## src/rtl/neuron_layer_pingpong.sv

```systemverilog
// Double-buffered neuron layer store: writes fill a shadow bank while the consumer
// reads the active bank; a commit swaps them once the consumer has released the active one.
module neuron_layer_pingpong #(
  parameter int unsigned SIZE     = 16,
  parameter int unsigned LAYER_SZ = 2,
  parameter int unsigned ADDR_W   = $clog2(LAYER_SZ)
) (
  input  logic                               clk,
  input  logic                               rst_n,
  input  logic                               wr_valid,
  output logic                               wr_ready,
  input  logic [SIZE-1:0]                    wr_value,
  input  logic [ADDR_W-1:0]                  wr_addr,
  input  logic                               wr_addr_sel,
  input  logic                               wr_last,
  output logic                               out_valid,
  input  logic                               out_ready,
  output logic [LAYER_SZ-1:0][SIZE-1:0]      values,
  output logic                               addr_err
);

  localparam int unsigned PTR_W = $clog2(LAYER_SZ);
  localparam logic [PTR_W-1:0] PTR_LAST = PTR_W'(LAYER_SZ - 1);

  typedef enum logic {FILL, PEND} state_e;

  state_e                             state_q, state_d;
  logic                               sel_q, sel_d;
  logic [1:0][LAYER_SZ-1:0][SIZE-1:0] bank_q, bank_d;
  logic [PTR_W-1:0]                   ptr_q, ptr_d;
  logic                               ovalid_q, ovalid_d;
  logic                               err_q, err_d;

  logic accept;
  logic commit;
  logic swap;
  logic bank_free;

  // State register; reset clears both banks and any partial or pending fill.
  always_ff @(posedge clk or negedge rst_n) begin
    if (!rst_n) begin
      state_q  <= FILL;
      sel_q    <= 1'b0;
      bank_q   <= '0;
      ptr_q    <= '0;
      ovalid_q <= 1'b0;
      err_q    <= 1'b0;
    end else begin
      state_q  <= state_d;
      sel_q    <= sel_d;
      bank_q   <= bank_d;
      ptr_q    <= ptr_d;
      ovalid_q <= ovalid_d;
      err_q    <= err_d;
    end
  end

  // Next state: the write lands in the shadow bank first, so a swap on the
  // same edge publishes it together with the rest of the layer.
  always_comb begin
    state_d   = state_q;
    sel_d     = sel_q;
    bank_d    = bank_q;
    ptr_d     = ptr_q;
    ovalid_d  = ovalid_q;
    err_d     = err_q;
    commit    = 1'b0;
    swap      = 1'b0;
    bank_free = !ovalid_q || out_ready;
    accept    = wr_valid && (state_q == FILL);

    if (accept) begin
      if (wr_addr_sel) begin
        if (32'(wr_addr) < LAYER_SZ) begin
          bank_d[~sel_q][wr_addr] = wr_value;
        end else begin
          err_d = 1'b1;
        end
        commit = wr_last;
      end else begin
        bank_d[~sel_q][ptr_q] = wr_value;
        ptr_d  = ptr_q + PTR_W'(1);
        commit = wr_last || (ptr_q == PTR_LAST);
      end
      if (commit) begin
        ptr_d = '0;
      end
    end

    case (state_q)
      FILL: begin
        if (commit) begin
          if (bank_free) begin
            swap = 1'b1;
          end else begin
            state_d = PEND;
          end
        end else if (ovalid_q && out_ready) begin
          ovalid_d = 1'b0;
        end
      end
      PEND: begin
        if (out_ready) begin
          swap    = 1'b1;
          state_d = FILL;
        end
      end
      default: state_d = FILL;
    endcase

    // Outgoing active bank is wiped so it re-enters service as a clean shadow.
    if (swap) begin
      sel_d         = ~sel_q;
      bank_d[sel_q] = '0;
      ovalid_d      = 1'b1;
    end
  end

  assign wr_ready  = (state_q == FILL);
  assign out_valid = ovalid_q;
  assign values    = bank_q[sel_q];
  assign addr_err  = err_q;

endmodule
```

## config.mk

```make
export PLATFORM = sky130hd
export DESIGN_NAME = neuron_layer_pingpong
export DESIGN_NICKNAME = d
export VERILOG_FILES = /design/src/rtl/neuron_layer_pingpong.sv
export SDC_FILE = /design/constraint.sdc
export NUM_CORES = 1
export LEC_CHECK = 0
export ABC_AREA = 1
export CAP_MARGIN = 20
export CORE_UTILIZATION = 40
export DETAILED_ROUTE_END_ITERATION = 10
export SLEW_MARGIN = 20
export SYNTH_ARGS = -nofsm -noshare
export SYNTH_HDL_FRONTEND = slang
export SYNTH_SLANG_ARGS = --single-unit
```

## constraint.sdc

```tcl
create_clock -name clk -period 1.5 [get_ports clk]
set_input_delay 0.225 -clock clk [delete_from_list [all_inputs] [get_ports clk]]
set_output_delay 0.225 -clock clk [all_outputs]
set_load 0.01 [all_outputs]
```

# After elaboration in Yosys (flattened, before gate mapping)
# Cells that the tools add are included.
[classes]
bitwise = 4
n_mul = 0
mux = 34
n_reduce_logical = 12
order_cmp = 8
n_div = 0
n_addsub = 1
eq_ne = 3
shifts = 0
[op_table]
columns = ["op", "count"]
rows = [
  ["64-bit 2-to-1 mux", 3],
  ["32-bit 2-to-1 mux", 5],
  ["64-bit bitwise mux", 2],
  ["32-bit demux with 1-bit select", 3],
  ["64-bit bitwise AND", 1],
  ["64-bit inverter", 1],
  ["16-bit demux with 1-bit select", 2],
  ["16-bit 2-to-1 mux", 2],
  ["1-bit 2-to-1 mux", 15],
  ["1-bit by 2-bit less-than comparator with 1-bit output (second input constant)", 4],
  ["1-bit logical AND", 6],
  ["2-bit by 1-bit != test with 1-bit output (second input constant)", 3],
  ["1-bit >= comparator (second input constant)", 4],
  ["1-bit case mux with 2 select lines", 2],
  ["3-bit AND reduction", 1],
  ["1-bit logical OR", 2],
  ["1-bit inverter", 2],
  ["2-bit AND reduction", 1],
  ["2-bit nonzero test", 1],
  ["1-bit adder (second input constant)", 1],
  ["1-bit zero test", 1],
]
[totals]
latchBits = 0
ff_bits = 68
ramBits = 0
n_memories = 0
rom_bits = 0
inputBits = 23
output_inout_bits = 35

# Longest topological paths before layout
[logic_depth]
word_depth = 11
mapped_depth = 9
depth_no_buf = 8

# Least setup slack after synthesis
# Ideal clock, no wire load.
[synth_path]
path_type = "register -> output"
start = "reg sel_q"
end = "out values[21] (netlist name)"
path_stages_with_launch = 6
path_slack_ns = 0.120
required_time_ns = 1.275
path_buffers = 2
t_arrival_ns = 1.155
cell_sequence = "dfrtp_1 -> inv_2 -> buf_2 -> buf_2 -> nand2_1 -> nand2_1"
[synth_lines]
columns = ["item", "line", "source"]
rows = [
  ["from (decl)", "28", "logic sel_q, sel_d;"],
  ["from (signal assigned)", "50", "sel_q <= sel_d;"],
  ["to (decl)", "18", "output logic [LAYER_SZ-1:0][SIZE-1:0] values,"],
]

==> impl_metrics.tcl <==
set metrics [dict create \
    clkTransAtPathRegs_ns 0.07 \
    clkLatencyLatePin_ns 0.34 \
    core-area_mm2 0.00924 \
    syn-mean-instance-area_um2 6.90 \
    numCtsBuffers 9 \
    postSynthNetCount 575 \
    grtUsageTotal_pct 22.1 \
    maximum_level_of_the_cts_h_tree 3 \
    ports 58 \
    synth_edf_count 0 \
    preCtsSetupSlack_ns -0.277 \
    tritoncts_clock_tree "yes" \
    floorplan.initialDensity_pct 41.2 \
    synth_async_sr_flop_share_pct 100 \
    final_antenna_net_count 0 \
    finalWorstSetupSlack_ns -0.0688 \
    yosysWarningCount 0 \
    synth_cells 552 \
    hp-class "input port to asynchronous set/reset pin" \
    worstReg2RegEnd "bank_q[0]" \
    count_of_cell_types_in_the_netlist 21 \
    violations "setup timing" \
    worst_ir_drop_vdd_mv 0.706 \
    area.sequential_mm2 0.00170 \
    clock.fmax_mhz 637 \
    firstDrtPassIters 5 \
    nNetsFinal 653 \
    path_class "flop to output pin" \
    outcome "complete, but fails checks" \
    synth-seq-area-share_pct 44.7 \
    endpoint_required_time_on_the_critical_path_ns 1.27 \
    grt_pass1_vias 3540 \
    dp_hpwl_um 6710 \
    total_leakage_power_nw 2.91 \
    horizontal_die_dimension_um 99.5 \
    port-buffer-count 56 \
    diodes 0 \
    netlist_top_cells_area "dfrtp_1 (45%), nand2_1 (23%), inv_1 (8.6%), nand4_1 (5.3%), nand3_1 (4.5%)" \
    clock-root-buffer "clkbuf_8" \
    crit_path_max_fanout 31 \
    worst_clock_skew_ns 0.00735 \
    setup_viol 31 \
    num_vias 3632 \
    multiInputGateArea_mm2 0.00166 \
    powerDensity_mw_per_mm2 1930 \
    crit_path_end_kind "output pin" \
    grt_first_pass_wirelength_um 17000 \
    timing.reg2reg.worst_path_depth 7 \
    worstReg2RegStart "sel_q" \
    mappedNetlistArea_mm2 0.00381 \
    drt_iter0_drc 189 \
    timing.final.crit_share_pct 105 \
    maxSlewViolCount 0 \
    total_negative_slack_ns -0.702 \
    cts.sinks 68 \
    routed_wl_um 10100 \
    route.detailed.vias_per_inst 4.76 \
    overflow 0 \
    cts_max_path_buffers 2 \
    pin_count_of_the_biggest_net_entering_global_routing 35 \
    report.power.total_mw 9.47 \
    synth_top_area_share_pct 44.7 \
    synth.ff_latch_count 68 \
    synthFlopType "dfrtp_1" \
    rows 35 \
    cap_violations 0 \
    grt_setup_unrepaired "yes" \
    drt-wirelength-per-cell_um 13.2 \
    globalplace.congestion 0.884 \
    detailed_place.area_mm2 0.00479 \
    fin_crit_ns 1.57 \
    area_growth_syn_to_layout_pct 29.1 \
    route.detailed.drc 0 \
    die-height_um 99.5 \
    share_of_cells_above_drive_strength_1_pct 17.7 \
    report.final.hold_viol_count 0 \
    finish.instance_area_mm2 0.00491 \
    final.fill_count 936 \
    arrival_time_reported_for_the_critical_path_endpoint_ns 1.34 \
    netlist.top_cell.by_area "dfrtp_1" \
    number_of_antenna_violations_at_the_first_check_in_global_routing 0 \
    r2r_setup_slack_ns 0.02 \
    design.die.area_mm2 0.00991 \
    crit_path_start_kind "flop" \
]
==> stage by stage <==
| stage | std cells | hold slack [ns] | utilization (%) |
|---|---|---|---|
| 2_1_floorplan | 552 | -0.0706 | - |
| 3_3_place_gp | 744 | 0.148 | 51.8 |
| 3_5_place_dp | 744 | 0.149 | 51.8 |
| 4_1_cts | 762 | 0.321 | 52.8 |
| 5_1_grt | 763 | 0.336 | 53.2 |
| 6_report | 763 | 0.320 | 53.2 |
==> critical path: stages (launching register included) <==
cell,delay (ns)
dfrtp_2,0.46
buf_12,0.22
nand2_1,0.09
o21ai_1,0.09
buf_2,0.14
==> layer usage <==
metal  track usage, %  vias up  routed length [um]
li1                 -     1828                   -
met1             29.8     1697                4640
met2             34.8       97                4730
met3             3.65       10                 551
met4             10.1        0                 162
met5                0        -                   0
==> flip-flops by register name (all words and copies together), names as in the netlist <==
| name | count |
|---|---|
| state_q | 1 |
| ptr_q | 1 |
| sel_q | 1 |
| out_valid | 1 |
| bank_q | 64 |
==> cell usage after synthesis, types with 3 or more instances <==
master / count
inv_1: 87
buf_4: 5
nand4_1: 32
nand3_2: 3
o21ai_0: 16
nand3_1: 34
dfrtp_1: 68
nor2_1: 32
clkbuf_1: 6
nand2_1: 234
buf_2: 21
==> repair_timing <==
item                                    in CTS  in global routing
setup buffers                                3                  2
cloned                                       1                  0
gates resized for setup                    152                 17
endpoints found under the hold margin       10                  0
hold buffers                                 1                  0
endpoints found under the setup margin      54                 98
pin swaps                                    1                  0
==> cell type report <==
cell class,count,share of cell area (%)
multi-input cells,364,33.8
repair buffers,99,17.8
flip-flops and latches,68,34.6
inverters,88,6.77
well taps,129,3.28
clock inverters,2,0.713
clock buffers,13,3.03
==> cells by family (layout without fill, tap and decap cells) <==
group	count (synthesis)	count (layout)	share of synthesized area, %
and+or+nand+nor	344	345	39.4
buffers and inverters	121	202	13.3
DFF	68	68	44.7
AOI/OAI and AO/OA	18	18	2.47
other	1	1	0.0985
==> worst max path at each step <==
stage                         from          to  slack (ns)  cells after the start
after global routing         sel_q  values[13]       -0.13                      4
final                        sel_q   values[6]       -0.07                      4
after floorplan              sel_q  values[21]        0.12                      5
after detailed placement  wr_valid   bank_q[0]       -0.28                      9
after CTS                    sel_q  values[31]       -0.11                      5
after global placement    wr_valid  bank_q[52]       -0.21                     10
==> power breakdown <==
part	switching, mW	internal (mW)	total [mW]
Combinational	2.81	2.05	4.87
Sequential	0.448	2.68	3.13
Clock	0.673	0.805	1.48
Total	3.94	5.54	9.47
==> layout by cell type, fill, tap and decap left out, types with 2 or more instances in the layout <==
master           netlist  routed
nand2_1              234     227
inv_1                 87      87
dfrtp_1               68      67
nand3_1               34      34
buf_2                 21      33
nand4_1               32      32
nor2_1                32      32
buf_4                  5      26
clkdlybuf4s50_1        0      21
clkbuf_8               0      10
buf_12                 0      10
nand2_2                2       9
o21ai_1                0       9
buf_6                  1       5
o21ai_0               16       4
nor2_4                 2       3
nand3_2                3       3
nand4_4                2       3
clkbuf_1               6       3
o21ai_2                0       2
(Power assumes the default switching activity.)
==> variant 1: new RTL, config.mk and constraints unchanged <==
`LAYER_SZ`: 2 -> 4.
--- a/src/rtl/neuron_layer_pingpong.sv
+++ b/src/rtl/neuron_layer_pingpong.sv
@@ -4,3 +4,3 @@
   parameter int unsigned SIZE     = 16,
-  parameter int unsigned LAYER_SZ = 2,
+  parameter int unsigned LAYER_SZ = 4,
   parameter int unsigned ADDR_W   = $clog2(LAYER_SZ)
Ports: changed (resized values and wr_addr); port bits go from 58 to 91. The function was not compared with the original's and may differ.
==> variant 1 against the original RTL <==
  * The run still ends with negative setup slack left
  * Synthesized area is 90% higher
  * Sequential cell count grew 65
  * Final area increased by 130%
  * Worst setup slack lost 0.34 ns
  * Maximum frequency fell by 18%
  * Die area is 88% higher
  * Wire length grew 140%
  * Core utilization rose by 11 points
  * Count of clock-buffer cells in the layout up 6
  * Power is 130% higher
  * Hold slack better by 0.027 ns
  * Critical path type unchanged
  * Largest power group unchanged
==> variant 1: results (changes against the original RTL) <==
metric	value	unit	change
asr flop ratio synth	100.0	%	unchanged
placed wire-length estimate	14140	µm	+110%
Worst R2R End	bank_q[2]		
drt wl/cell	16.75	µm	+27%
Mapped Nets	1085		+89%
Worst Skew	0.006408	ns	-0.0009429 ns
clk_lat worst skew	0.43	ns	+0.09 ns
layout cells sized above 1	37.74	%	+20 points
TNS Setup	-54.81	ns	-54.11 ns
total CTS buffers	17		+8
number of synthesized flops with an enable pin	0		unchanged
Vias	7474		+110%
most frequent cells after synthesis	nand2_1, inv_1, dfrtp_1		
CP arrival	1.69	ns	+0.35 ns
Mean Syn Cell Area	6.834	µm²	-0.89%
Ys Warns	0		unchanged
Placed Area	9054	µm²	+89%
clk root buf	clkbuf_16		
Reg2Reg Setup Slack	-0.38	ns	-0.40 ns
Seq/Total Area, Yosys	46.08	%	+1.4 points
H-tree levels	4		+1
initial antenna violation count	0		unchanged
dpl cells	1399		+88%
Critical Path End	values[30]		
status	finished with violations		
1st-iter DRT viols	622		+230%
Hold WS	0.3465	ns	+0.02686 ns
Clock Pin Slew Worst Setup and Hold Paths	0.06	ns	
GP Congestion	0.7950		-10%
failing checks	negative setup slack		
GRT Util Overall	25.85	%	+3.8 points
vias in the first global route	6929		+96%
worst slack, placed	-0.4027	ns	-0.1260 ns
synth top area cells	dfrtp_1, nand2_1, nand3_1		
largest net degree at the start of global routing	58		+66%
Finished Layout Cells	1473		+93%
critical path fanouts, max	6		-81%
global-route wire length before repair	36480	µm	+110%
library cells used by synthesis	25		+19%
IO Port Bufs	89		+59%
slack of the critical path	-0.4131	ns	-0.3443 ns
Final Setup Violations	192		+520%
nets@finish	1263		+93%
Slew HR	64.70	%	
worst r2r path cells	11		+4
biggest regs	bank_q (128), ptr_q (2)		
maximum vdd drop	1.124	mV	+59%
leakage	6.090	nW	+110%
[variant 1: cell types whose count changed in the layout (fill, tap and decap cells not counted), sizes merged, moves of 6 or more]
cell	change
clkbuf	+13
o21ai	+34
inv	+67
nor2	+69
clkinv	+6
buf	+109
nand2	+174
dfrtp	+65
nand3	+95
nand4	-34
[variant 1: worst max-delay path, stage by stage (launching register included)]
cell     delay [ns]
dfrtp_4        0.55
buf_12         0.17
buf_16         0.14
buf_12         0.13
o21ai_4        0.15
buf_6          0.12
[variant 1: cells by family after synthesis]
logic type | after synthesis | synth area share, %
flops | 133 | 46.08
buf+inv | 216 | 12.40
mux | 1 | 0.1386
compound gates | 55 | 3.949
fa+ha+maj | 4 | 0.6929
other cells | 1 | 0.05192
simple gates | 647 | 36.69
[variant 1: what timing repair did]
action	CTS	global route
setup buffers	18	11
resized for setup	403	265
hold endpoints to repair	133	0
pin swaps	16	125
endpoints found under the setup margin	195	196
hold buffers	1	0
cloned	8	10
[variant 1: routing by layer]
metal  global-route usage, %  routed length, µm  up-vias
met1                   33.30               9884     3551
met3                   4.027               1481       57
li1                        -                  -     3559
met2                   43.63              12680      307
met4                   9.506                633        0
met5                       0                  0        -
[variant 1: final cells by class]
class	count	area [µm²]
Clock inverter	13	156.4
Sequential cell	133	3332
Inverter	157	601.8
Fill cell	1447	6202
Clock buffer	19	452.9
Timing Repair Buffer	216	2434
Multi-Input combinational cell	710	4016
Tap cell	225	281.5
[variant 1: where the power goes]
| group | switching [mW] | internal, mW | total (mW) |
|---|---|---|---|
| Clock | 1.66 | 2.69 | 4.35 |
| Combinational | 6.25 | 5.45 | 11.7 |
| Sequential | 0.816 | 5.01 | 5.83 |
==> variant 2: new RTL, same settings <==
Made on the original files. Make the reset (`rst_n`) synchronous in one clocked block.
--- a/src/rtl/neuron_layer_pingpong.sv
+++ b/src/rtl/neuron_layer_pingpong.sv
@@ -39,3 +39,3 @@
   // State register; reset clears both banks and any partial or pending fill.
-  always_ff @(posedge clk or negedge rst_n) begin
+  always_ff @(posedge clk) begin
     if (!rst_n) begin
Function: differs if rst_n is asserted again (counterexample within 4 cycles, from zero or initial values and one cycle with rst_n low); with rst_n held inactive, the same outputs for 4 cycles.
==> variant 2 against the original RTL <==
  * Synthesized area decreased by 15%
  * Critical endpoint is now values[23]
  * Sequential share of layout area down 4.8 points
  * First-iteration DRC count is 20% lower
  * Final area shrank 7.1%
  * Die area decreased by 15%
  * Worst setup slack better by 0.050 ns
  * Count of clock-buffer cells in the layout down 3
  * Non-clock buffer count rose by 11
  * Maximum frequency increased by 3.3%
  * Sequential cell count did not move
  * The flow still finishes with violations (negative setup slack)
  * Final cell count decreased by 7.5%
  * Wire length down 12%
Power is not compared: it rests on default switching activity, and its combinational part moved more than twofold at a synthesized area within 25%.
==> variant 2: results (changes against the original RTL) <==
metric	value	unit	change
routing usage on met2	36.94	%	+2.1 points
RR Startpoint	sel_q		
CP arrival	1.29	ns	-0.05 ns
compound-cell area share of the yosys netlist	7.898	%	+5.4 points
slack of the critical path	-0.01887	ns	+0.04994 ns
Syn Inst Count	508		-8.0%
worst slack, placed	-0.1987	ns	+0.07804 ns
Worst R2R End	bank_q[42]		
placed wire-length estimate	5641	µm	-16%
synth top area cells	dfxtp_1, nand2_1, nor2_1		
critical path fanouts, max	11		-65%
Routed met1 length	4053	µm	-13%
met3 GRT Util	3.648	%	-0.0058 points
failing checks	negative setup slack		
Placed Area	4259	µm²	-11%
asr flop ratio synth	0	%	-100 points
metal2 WL	4268	µm	-9.8%
GR Util met1	26.55	%	-3.2 points
vias in the first global route	3035		-14%
layout cells sized above 1	23.01	%	+5.3 points
Finished Layout Cells	706		-7.5%
GRT Util Overall	21.18	%	-0.87 points
Final Setup Violations	12		-61%
dpl cells	683		-8.2%
GP Congestion	0.7935		-10%
largest net degree at the start of global routing	29		-17%
Mapped Nets	531		-7.7%
Critical Path End	values[23]		
metal3 WL	360	µm	-35%
Reg2Reg Setup Slack	0.10	ns	+0.08 ns
status	finished with violations		
-- variant 2: critical path, stage by stage (launching register included) --
cell and delay (ns):
dfxtp_4 0.37, buf_8 0.14, clkbuf_16 0.17, o21ai_2 0.13, buf_2 0.14
-- variant 2: repair_timing --
action	CTS	global route
cloned	0	5
gates resized for setup	134	57
pin swaps	0	6
endpoints found under the setup margin	32	53
buffers inserted	0	3
-- variant 2: cell type report --
| class | instances | share of cell area [%] |
|---|---|---|
| repair buffers | 110 | 23.50 |
| multi-input cells | 351 | 34.62 |
| inverters | 60 | 5.040 |
| well taps | 102 | 2.794 |
| flip-flops and latches | 68 | 29.88 |
| clock buffers | 10 | 3.013 |
| clock inverters | 5 | 1.150 |
-- variant 2: power by group --
group	total (mW)	switching (mW)	internal [mW]	leakage, nW
logic	0.995	0.535	0.460	1.50
clock network	1.49	0.696	0.795	0.0979
registers	1.95	0.0442	1.91	0.555
total	4.44	1.28	3.16	2.15
